==> src/rtl/skeleton_ctrl_pkg.sv <==
// Shared constants, state encoding and sizing helpers for the skeleton byte-stream controller.
package skeleton_ctrl_pkg;

    localparam logic [7:0] OP_CALC     = 8'hA1;
    localparam logic [7:0] OP_HEAD     = 8'hA2;
    localparam logic [7:0] ERR_OPCODE  = 8'hEE;
    localparam logic [7:0] ERR_TIMEOUT = 8'hEF;

    typedef enum logic [2:0] {
        S_IDLE,
        S_RX_WORD,
        S_TRIG,
        S_WAIT,
        S_TX_RES,
        S_TX_HEAD,
        S_TX_ERR
    } ctrl_state_t;

    function automatic int unsigned ceil_bytes(input int unsigned bits);
        return (bits + 7) / 8;
    endfunction

    function automatic int unsigned max_u(input int unsigned a, input int unsigned b);
        return (a > b) ? a : b;
    endfunction

endpackage

==> src/rtl/skeleton_byte_serializer.sv <==
// Loads a word plus a byte count and emits the bytes MSB first over a valid/ready handshake.
module skeleton_byte_serializer
    import skeleton_ctrl_pkg::*;
#(
    parameter int unsigned W = 32
) (
    input  logic                                clk,
    input  logic                                rst_n,
    input  logic                                load,
    input  logic [W-1:0]                        word,
    input  logic [$clog2(ceil_bytes(W)+1)-1:0]  n_bytes,
    input  logic                                ready,
    output logic [7:0]                          data,
    output logic                                valid,
    output logic                                last
);

    localparam int unsigned NB = ceil_bytes(W);
    localparam int unsigned SW = 8 * NB;
    localparam int unsigned CW = $clog2(NB + 1);

    logic [SW-1:0] sr;
    logic [CW-1:0] cnt;

    // The loaded word is left-aligned so the first byte to send always sits at the top.
    always_ff @(posedge clk) begin
        if (!rst_n) begin
            sr  <= '0;
            cnt <= '0;
        end else if (load) begin
            sr  <= SW'(word) << (8 * (NB - 32'(n_bytes)));
            cnt <= n_bytes;
        end else if (valid && ready) begin
            sr  <= sr << 8;
            cnt <= cnt - CW'(1);
        end
    end

    assign valid = (cnt != '0);
    assign data  = sr[SW-1 -: 8];
    assign last  = valid && ready && (cnt == CW'(1));

endmodule

==> src/rtl/skeleton_io_ctrl.sv <==
// Host byte-link command controller in front of a SKELETON_* block.
// Optional WAIT timeout (error byte 0xEF) is built only when SKELETON_CTRL_TIMEOUT_EN is defined.
module skeleton_io_ctrl
    import skeleton_ctrl_pkg::*;
#(
    parameter int unsigned BITWIDTH_DATA  = 16,
    parameter int unsigned BITWIDTH_HEAD  = 26,
    parameter int unsigned TIMEOUT_CYCLES = 1024
) (
    input  logic                     CLK_SYS,
    input  logic                     RSTN,
    input  logic                     EN,
    input  logic [7:0]               RX_DATA,
    input  logic                     RX_VALID,
    output logic                     RX_READY,
    output logic [7:0]               TX_DATA,
    output logic                     TX_VALID,
    input  logic                     TX_READY,
    output logic                     SKEL_EN,
    output logic                     SKEL_TRGG_START_CALC,
    output logic [BITWIDTH_DATA-1:0] SKEL_DATA_IN,
    input  logic [BITWIDTH_DATA-1:0] SKEL_DATA_OUT,
    input  logic [BITWIDTH_HEAD-1:0] SKEL_DATA_HEAD,
    input  logic                     SKEL_DATA_VALID
);

    localparam int unsigned N_DATA = ceil_bytes(BITWIDTH_DATA);
    localparam int unsigned N_HEAD = ceil_bytes(BITWIDTH_HEAD);
    localparam int unsigned NB_MAX = max_u(N_DATA, N_HEAD);
    localparam int unsigned CW     = $clog2(NB_MAX + 1);
    localparam int unsigned SER_W  = 8 * NB_MAX;

    ctrl_state_t state, next_state;

    logic                     active;
    logic                     rx_ready;
    logic                     rx_fire;
    logic                     trig;
    logic                     timeout;
    logic                     last_rx_byte;
    logic [CW-1:0]            byte_cnt;
    logic [BITWIDTH_DATA-1:0] data_in_reg;
    logic [BITWIDTH_DATA-1:0] res_word;
    logic [BITWIDTH_HEAD-1:0] head_word;
    logic [7:0]               err_code;

    logic                     ser_load;
    logic [SER_W-1:0]         ser_word;
    logic [CW-1:0]            ser_nbytes;
    logic [7:0]               ser_data;
    logic                     ser_valid;
    logic                     ser_last;

    // EN low behaves exactly like reset, so both fold into one synchronous clear.
    assign active       = RSTN && EN;
    assign rx_fire      = RX_VALID && rx_ready;
    assign last_rx_byte = (byte_cnt == CW'(N_DATA - 1));

    always_ff @(posedge CLK_SYS) begin
        if (!active) begin
            state <= S_IDLE;
        end else begin
            state <= next_state;
        end
    end

    always_comb begin
        next_state = state;
        case (state)
            S_IDLE: begin
                if (rx_fire) begin
                    if (RX_DATA == OP_CALC) begin
                        next_state = S_RX_WORD;
                    end else if (RX_DATA == OP_HEAD) begin
                        next_state = S_TX_HEAD;
                    end else begin
                        next_state = S_TX_ERR;
                    end
                end
            end
            S_RX_WORD: begin
                if (rx_fire && last_rx_byte) begin
                    next_state = S_TRIG;
                end
            end
            S_TRIG: begin
                next_state = S_WAIT;
            end
            S_WAIT: begin
                if (SKEL_DATA_VALID) begin
                    next_state = S_TX_RES;
                end else if (timeout) begin
                    next_state = S_TX_ERR;
                end
            end
            S_TX_RES, S_TX_HEAD, S_TX_ERR: begin
                if (ser_last) begin
                    next_state = S_IDLE;
                end
            end
            default: begin
                next_state = S_IDLE;
            end
        endcase
    end

    // The serializer is loaded on the first cycle of each TX state, so TX_VALID rises one cycle later.
    always_comb begin
        rx_ready   = 1'b0;
        trig       = 1'b0;
        ser_load   = 1'b0;
        ser_word   = '0;
        ser_nbytes = '0;
        case (state)
            S_IDLE, S_RX_WORD: begin
                rx_ready = active;
            end
            S_TRIG: begin
                trig = active;
            end
            S_TX_RES: begin
                ser_load   = !ser_valid;
                ser_word   = SER_W'(res_word);
                ser_nbytes = CW'(N_DATA);
            end
            S_TX_HEAD: begin
                ser_load   = !ser_valid;
                ser_word   = SER_W'(head_word);
                ser_nbytes = CW'(N_HEAD);
            end
            S_TX_ERR: begin
                ser_load   = !ser_valid;
                ser_word   = SER_W'(err_code);
                ser_nbytes = CW'(1);
            end
            default: begin
            end
        endcase
    end

    always_ff @(posedge CLK_SYS) begin
        if (!active) begin
            byte_cnt    <= '0;
            data_in_reg <= '0;
            res_word    <= '0;
            head_word   <= '0;
            err_code    <= '0;
        end else begin
            case (state)
                S_IDLE: begin
                    if (rx_fire) begin
                        byte_cnt <= '0;
                        if (RX_DATA == OP_HEAD) begin
                            head_word <= SKEL_DATA_HEAD;
                        end else if (RX_DATA != OP_CALC) begin
                            err_code <= ERR_OPCODE;
                        end
                    end
                end
                S_RX_WORD: begin
                    if (rx_fire) begin
                        data_in_reg <= (data_in_reg << 8) | BITWIDTH_DATA'(RX_DATA);
                        byte_cnt    <= last_rx_byte ? '0 : byte_cnt + CW'(1);
                    end
                end
                S_WAIT: begin
                    if (SKEL_DATA_VALID) begin
                        res_word <= SKEL_DATA_OUT;
                    end else if (timeout) begin
                        err_code <= ERR_TIMEOUT;
                    end
                end
                default: begin
                end
            endcase
        end
    end

`ifdef SKELETON_CTRL_TIMEOUT_EN
    localparam int unsigned TW = $clog2(TIMEOUT_CYCLES + 1);

    logic [TW-1:0] wait_cnt;

    // Counts WAIT cycles; it expires on the last of TIMEOUT_CYCLES cycles without valid.
    always_ff @(posedge CLK_SYS) begin
        if (!active || state != S_WAIT) begin
            wait_cnt <= '0;
        end else if (!timeout) begin
            wait_cnt <= wait_cnt + TW'(1);
        end
    end

    assign timeout = (state == S_WAIT) && !SKEL_DATA_VALID && (wait_cnt == TW'(TIMEOUT_CYCLES - 1));
`else
    assign timeout = 1'b0;
`endif

    skeleton_byte_serializer #(
        .W(SER_W)
    ) u_serializer (
        .clk     (CLK_SYS),
        .rst_n   (active),
        .load    (ser_load),
        .word    (ser_word),
        .n_bytes (ser_nbytes),
        .ready   (TX_READY),
        .data    (ser_data),
        .valid   (ser_valid),
        .last    (ser_last)
    );

    assign RX_READY             = rx_ready;
    assign TX_VALID             = active && ser_valid;
    assign TX_DATA              = active ? ser_data : 8'h00;
    assign SKEL_EN              = active;
    assign SKEL_TRGG_START_CALC = trig;
    assign SKEL_DATA_IN         = active ? data_in_reg : '0;

endmodule
==> config.mk <==
export PLATFORM = sky130hd
export DESIGN_NAME = skeleton_io_ctrl
export DESIGN_NICKNAME = d
export VERILOG_FILES = /design/src/rtl/skeleton_ctrl_pkg.sv /design/src/rtl/skeleton_byte_serializer.sv /design/src/rtl/skeleton_io_ctrl.sv
export SDC_FILE = /design/constraint.sdc
export NUM_CORES = 1
export LEC_CHECK = 0
export ABC_AREA = 1
export BUFFER_PORTS_ARGS = -buffer_cell sky130_fd_sc_hd__buf_2
export CAP_MARGIN = 10
export CORE_MARGIN = 3
export CORE_UTILIZATION = 50
export DETAILED_ROUTE_END_ITERATION = 16
export PLACE_DENSITY = 0.73
export SETUP_SLACK_MARGIN = 0.05
export SLEW_MARGIN = 20
export SYNTH_ARGS = -nofsm -noshare
export SYNTH_HDL_FRONTEND = slang
export SYNTH_SLANG_ARGS = --single-unit
export TNS_END_PERCENT = 20
==> constraint.sdc <==
create_clock -name CLK_SYS -period 2.8 [get_ports CLK_SYS]
set_clock_uncertainty 0.05 [all_clocks]
set_input_delay 0.7 -clock CLK_SYS [delete_from_list [all_inputs] [get_ports CLK_SYS]]
set_output_delay 0.7 -clock CLK_SYS [all_outputs]
set_load 0.02 [all_outputs]
### Word level (Yosys, flattened, before mapping)

Index checks and enable logic that the tools add are counted.

* bits in latches: 0
* ROM bits: 0
* memories kept: 0
* logic and storage cells: 71
* bits of input ports: 56
* register bits: 100
* bits in writable memories: 0

* $lt $le $gt $ge: 0
* multiply operators: 0
* shift operators: 1
* reduce and logical (&&, ||, !) cells: 19
* muxes and demuxes: 22
* divide/modulo/power cells: 0
* bitwise operators: 2
* equal/unequal tests: 16
* add/sub/neg operators: 3

Operator list (count)
* one-hot mux 26 bit (3 select lines): 1
* two-way mux 32 bit: 2
* << shifter 26 x 32 -> 32 bit: 1
* two-way mux 3 bit: 10
* equality test 8 bit (second input constant): 2
* two-way mux 16 bit: 1
* bitwise OR 16 x 8 -> 16 bit: 1
* one-hot mux 3 bit (5 select lines): 1
* equality test 3 x 1 -> 1 bit (second input constant): 3
* equality test 3 bit (second input constant): 3
* one-hot mux 3 bit (3 select lines): 1
* two-way mux 8 bit: 1
* != test 2 bit (second input constant): 4
* != test 8 bit (second input constant): 1
* AND reduction 4 bit: 2
* equality test 3 x 2 -> 1 bit (second input constant): 2
* logical AND 1 bit: 6
* one-hot mux 3 bit (2 select lines): 1
* AND reduction 3 bit: 2
* AND reduction 2 bit: 2
* nonzero test 2 bit: 2
* subtractor 3 x 3 -> 4 bit (first input constant): 1
* adder 3 x 1 -> 3 bit (second input constant): 1
* zero test 3 bit: 1
* other kinds (9): 11

### Logic depth before layout (Yosys ltp)

* depth after elaboration: 7
* depth in mapped cells: 11
* depth with buffers taken out: 11

### Cells and area by module

From an unflattened synthesis, not the netlist that was laid out.

* cell total of the unflattened synthesis: 826
* area total of the unflattened synthesis: 5486.5 µm²

By module, submodules not included
* skeleton_io_ctrl: area each 3160.5 µm², seq. area each 1301.2 µm², instances 1, cells an instance 454
* skeleton_byte_serializer: area each 2326.0 µm², seq. area each 700.7 µm², instances 1, cells an instance 372

### Worst setup path after synthesis

OpenSTA, ideal clock, no wires.

* kind: in2out
* start: input RSTN
* end: output SKEL_DATA_IN[0]
* setup slack: 475 ps
* data required time: 2050 ps
* stages: 4
* data arrival time: 1575 ps
* cells stage by stage: nand2_1 > clkbuf_1 > clkbuf_1 > nor2_1

* longest elaborated chain between the ends: 2

Ends and longest elaborated chain
* start: declaration: line skeleton_io_ctrl.sv:11 `input logic RSTN,`
* logical AND 1 bit: line skeleton_io_ctrl.sv:55 `assign active = RSTN && EN;`
* two-way mux 16 bit: line skeleton_io_ctrl.sv:217 `assign SKEL_DATA_IN = active ? data_in_reg : '0;`
* end: declaration: line skeleton_io_ctrl.sv:21 `output logic [BITWIDTH_DATA-1:0] SKEL_DATA_IN,`

No other way between the ends.

### Worst setup path in the final report

* start: register u_serializer.cnt[0]
* end: output TX_VALID

* longest elaborated chain between the ends: 2

Ends and longest elaborated chain
* start: declaration: line skeleton_byte_serializer.sv:23 `logic [CW-1:0] cnt;`
* start signal: assignment: line skeleton_byte_serializer.sv:32 `cnt <= n_bytes;`
* start signal: assignment: line skeleton_byte_serializer.sv:35 `cnt <= cnt - CW'(1);`
* nonzero test 3 bit: line skeleton_byte_serializer.sv:39 `assign valid = (cnt != '0);`
* logical AND 1 bit: line skeleton_io_ctrl.sv:213 `assign TX_VALID = active && ser_valid;`
* end: declaration: line skeleton_io_ctrl.sv:17 `output logic TX_VALID,`

No other way between the ends.

==> impl_table.tex <==
\begin{tabular}{lr}
\hline
Metric & Value \\
\hline
\multicolumn{2}{l}{\textbf{Die}} \\
\quad Row Count & 34 \\
\quad Placeable core region & 8721 µm² \\
\quad Ports placed on the boundary & 84 \\
\quad Horizontal die dimension & 101.0 µm \\
\quad Effective utilization at floorplan & 0.5169 \\
\quad Height of the chip & 101.0 µm \\
\quad Area of the die & 10190 µm² \\
\multicolumn{2}{l}{\textbf{CTS}} \\
\quad Total clock sinks & 100 \\
\quad Clock tree from TritonCTS & yes \\
\quad Cts-stage hold buffer count & 0 \\
\quad Clock-pin slew of the registers on the worst-case setup and hold paths & 90 ps \\
\quad Clock insertion delay at the later pin of the skew report & 360 ps \\
\quad CTS root buf & sky130\_fd\_sc\_hd\_\_clkbuf\_8 \\
\quad Number of CTS-inserted buffers & 9 \\
\quad Longest Clk Path Bufs & 2 \\
\quad H-tree depth & 3 \\
\multicolumn{2}{l}{\textbf{Synthesis}} \\
\quad Yosys warns & 0 \\
\quad Number of nets in the synthesized netlist & 706 \\
\quad Number of distinct library cells after synthesis & 33 \\
\quad Portion of the post-synthesis area used by sequential elements & 0.4441 \\
\quad Total of flip-flops plus latches after synthesis & 100 \\
\quad Avg Synthesized Cell Area & 6.968 µm² \\
\quad Count of mapped cells out of synthesis & 647 \\
\quad Cell area after technology mapping & 4508 µm² \\
\multicolumn{2}{l}{\textbf{Global routing}} \\
\quad Pin count of the biggest net entering global routing & 40 \\
\quad Global-route wire length before repair & 18400 µm \\
\quad Overall overflow remaining after global route & 0 \\
\quad Global-route usage over all layers & 0.2224 \\
\quad Initial antenna violation count & 0 \\
\quad Vias in the first global route & 3918 \\
\multicolumn{2}{l}{\textbf{Drt}} \\
\quad Highest routing layer actually used & met4 \\
\quad First-iteration detailed-routing DRC count & 209 \\
\quad Post-Route M1 WL & 5082 µm \\
\quad 1st-pass router iterations & 5 \\
\quad DR WL/cell & 13.51 µm \\
\quad Overall via count from detail\_route & 4365 \\
\quad Final wirelength & 11170 µm \\
\quad Metal3 WL & 804 µm \\
\quad Met2 Routed Length & 4939 µm \\
\quad Number of vias per cell & 5.278 \\
\quad Post-route DRC & 0 \\
\quad Post-DRT Antenna Nets & 0 \\
\multicolumn{2}{l}{\textbf{Worst setup path}} \\
\quad Total stage count of the critical path & 6 \\
\quad Cells traversed along the worst timing path & inv\_1 -> ha\_1 -> nand2\_2 -> clkinvlp\_4 -> nor2\_2 -> buf\_2 \\
\quad Reg-to-reg endpoint & res\_word[13]\$\_SDFFE\_PN0P\_ \\
\quad Launch point of the worst path & u\_serializer.cnt[0]\$\_SDFFE\_PN0P\_ \\
\quad Cell at the slowest stage of the critical path & sky130\_fd\_sc\_hd\_\_dfxtp\_1 \\
\quad Worst reg2reg startpoint & state[1]\$\_SDFFE\_PN0P\_ \\
\quad Critical Path AT & 1880 ps \\
\quad Startpoint kind of the worst setup timing path & flip-flop \\
\quad Critical-path maximum fanout & 9 \\
\quad Critical path's largest stage delay & 380 ps \\
\quad Endpoint of the most critical setup path & TX\_VALID \\
\quad Number of cell instances on the worst register-to-register path & 5 \\
\quad Worst setup slack for register-to-register paths & 730 ps \\
\quad CP top delay family & buffers and inverters \\
\quad Startpoint-to-endpoint class of the critical path & flip-flop to output pin \\
\quad Data required time at the worst endpoint & 2050 ps \\
\quad Count of buffer and inverter cells on the critical path & 3 \\
\quad Sort of element at the end of the critical path & output pin \\
\multicolumn{2}{l}{\textbf{Layout}} \\
\quad Antenna fix cells & 0 \\
\quad Sequential cell area & 2002 µm² \\
\quad Fin nets & 773 \\
\quad Synth-to-Final Area Change & 14.60\% \\
\quad Top register by number of flip-flops & u\_serializer.sr \\
\quad Post-route standard cell area excluding fillers & 5166 µm² \\
\quad Flip-flop count of the largest register after layout & 32 \\
\quad Fillers & 856 \\
\quad Area of the multi-input gates & 2100 µm² \\
\quad Registers with the most flip-flops & u\_serializer.sr x32, head\_word x26 \\
\quad Proportion of layout cells with a drive suffix above 1 & 0.1794 \\
\quad End-of-flow core utilization & 0.5924 \\
\multicolumn{2}{l}{\textbf{Place}} \\
\quad Port buffer count & 83 \\
\quad Detail Placement HPWL & 8162 µm \\
\quad Post-Place Cell Area & 4959 µm² \\
\quad Setup slack at placement & 439.7 ps \\
\quad Placer congestion estimate & 0.9063 \\
\multicolumn{2}{l}{\textbf{Timing}} \\
\quad Relative slew slack & 0.5637 \\
\quad Timing-limited maximum frequency & 380.1 MHz \\
\quad Slew at the pin closest to its max-slew limit & 652.9 ps \\
\quad Unrepaired setup endpoints after global routing & no \\
\quad Period Utilization, post-route & 0.9395 \\
\quad Time the worst path needs with I/O delays and setup & 2631 ps \\
\quad Endpoints failing setup & 0 \\
\quad Count of final hold-check violations & 0 \\
\quad Hold Worst Slack & 410.4 ps \\
\quad Final total negative setup slack & 0 ps \\
\quad Number of slew-limit violations in the final report & 0 \\
\quad Post-layout worst setup margin & 169.4 ps \\
\multicolumn{2}{l}{\textbf{Hold path}} \\
\quad Worst Hold Class & flip-flop to flip-flop \\
\quad Worst hold path depth & 2 \\
\multicolumn{2}{l}{\textbf{Pwr}} \\
\quad Power per standard cell area & 540.6 nW/µm² \\
\quad IR Drop Worst-Case VDD & 0.2866 mV \\
\quad Leakage & 2.057 nW \\
\multicolumn{2}{l}{\textbf{Run}} \\
\quad Max-cap violations & 0 \\
\multicolumn{2}{l}{\textbf{Run status}} \\
\quad Run status & complete, no violations \\
\hline
\end{tabular}
[worst min path at each step]
stage / start / endpoint
after floorplan: res_word[8]$_SDFFE_PN0P_ / res_word[8]$_SDFFE_PN0P_
after global placement: data_in_reg[8]$_SDFFE_PN0P_ / data_in_reg[8]$_SDFFE_PN0P_
after detailed placement: data_in_reg[14]$_SDFFE_PN0P_ / data_in_reg[14]$_SDFFE_PN0P_
after CTS: res_word[15]$_SDFFE_PN0P_ / res_word[15]$_SDFFE_PN0P_
after global routing: res_word[7]$_SDFFE_PN0P_ / res_word[7]$_SDFFE_PN0P_
final: res_word[15]$_SDFFE_PN0P_ / res_word[15]$_SDFFE_PN0P_
[what timing repair did]
action / 4_1_cts / 5_1_grt
endpoints found under the setup margin: 1 / 1
resized for setup: 1 / 1
setup buffers: 0 / 0
pin swaps: 0 / 0
[area by class of cell]
cell class | count | share of cell area
clock buffer | 10 | 0.02664
inverter | 66 | 0.04892
sequential | 100 | 0.3875
clock inverter | 6 | 0.01235
multi-input combinational | 446 | 0.4064
tap | 108 | 0.02616
timing repair buffer | 91 | 0.09203
[metrics by stage]
step	power (mW)	cells
detailed placement	1.887	811
global route	2.930	827
floorplan	1.773	647
finish	2.793	827
CTS	2.810	827
global placement	1.879	811
[cells in the mapped netlist (all sizes together)]
| master | number | area [µm²] |
|---|---|---|
| xor2 | 1 | 8.760 |
| o211ai | 7 | 52.55 |
| clkbuf | 22 | 83.83 |
| inv | 63 | 236.5 |
| nand3 | 34 | 182.7 |
| or2 | 2 | 12.51 |
| o22ai | 1 | 6.260 |
| nand2 | 109 | 426.7 |
| nand4 | 7 | 43.79 |
| clkinv | 3 | 12.51 |
| ha | 3 | 37.54 |
| a22oi | 1 | 7.510 |
| nor3 | 2 | 10.01 |
| a21oi | 72 | 360.4 |
| o21a | 1 | 7.510 |
| nor2 | 99 | 399.1 |
| nand3b | 1 | 7.510 |
| dfxtp | 100 | 2002 |
| nor4 | 1 | 6.260 |
| buf | 13 | 78.82 |
| o21ai | 105 | 525.5 |
[where the power goes]
group	internal [mW]	total, mW	switching, mW
logic	0.123	0.386	0.263
clock network	0.436	0.929	0.493
registers	1.45	1.48	0.0233
total	2.01	2.79	0.779
[cells by family after synthesis]
family | after synthesis | synth area share
xor+xnor | 1 | 0.001943
compound gates | 187 | 0.2129
fa+ha+maj | 3 | 0.008327
buf+inv | 101 | 0.09131
flops | 100 | 0.4441
simple gates | 255 | 0.2415
[per-layer routing]
layer	GRT usage	vias to the layer above
li1	-	2241
met1	0.3154	1960
met2	0.3271	140
met3	0.04567	24
met4	0.09509	0
met5	0	-
[worst min-delay path, stage by stage, from the launching register on]
cell and delay, ps:
sky130_fd_sc_hd__dfxtp_1 310, sky130_fd_sc_hd__inv_1 60, sky130_fd_sc_hd__a21oi_1 50
[cells in the final DEF (no fill, tap or decap)]
cell,n
sky130_fd_sc_hd__buf_4,8
sky130_fd_sc_hd__bufinv_16,1
sky130_fd_sc_hd__nand3b_1,1
sky130_fd_sc_hd__nand2_1,103
sky130_fd_sc_hd__nor2_4,3
sky130_fd_sc_hd__inv_2,5
sky130_fd_sc_hd__nand3_4,1
sky130_fd_sc_hd__nor2_1,93
sky130_fd_sc_hd__clkinv_1,1
sky130_fd_sc_hd__a21oi_1,72
sky130_fd_sc_hd__clkinv_2,3
sky130_fd_sc_hd__nor2_2,3
sky130_fd_sc_hd__o22ai_1,1
sky130_fd_sc_hd__o211ai_1,7
sky130_fd_sc_hd__nor3_1,2
sky130_fd_sc_hd__inv_1,58
sky130_fd_sc_hd__a22oi_1,1
sky130_fd_sc_hd__dfxtp_1,100
sky130_fd_sc_hd__clkinvlp_4,3
sky130_fd_sc_hd__nand2_4,1
sky130_fd_sc_hd__o21ai_0,101
sky130_fd_sc_hd__or2_2,2
sky130_fd_sc_hd__clkbuf_8,10
sky130_fd_sc_hd__nand4_1,7
sky130_fd_sc_hd__nor4_1,1
sky130_fd_sc_hd__o21ai_1,4
sky130_fd_sc_hd__ha_1,3
sky130_fd_sc_hd__o21a_1,1
sky130_fd_sc_hd__nand2_2,5
sky130_fd_sc_hd__clkinv_4,1
sky130_fd_sc_hd__nand3_1,33
sky130_fd_sc_hd__buf_2,83
sky130_fd_sc_hd__xor2_1,1
No activity file was read; power rests on OpenSTA's default activity.
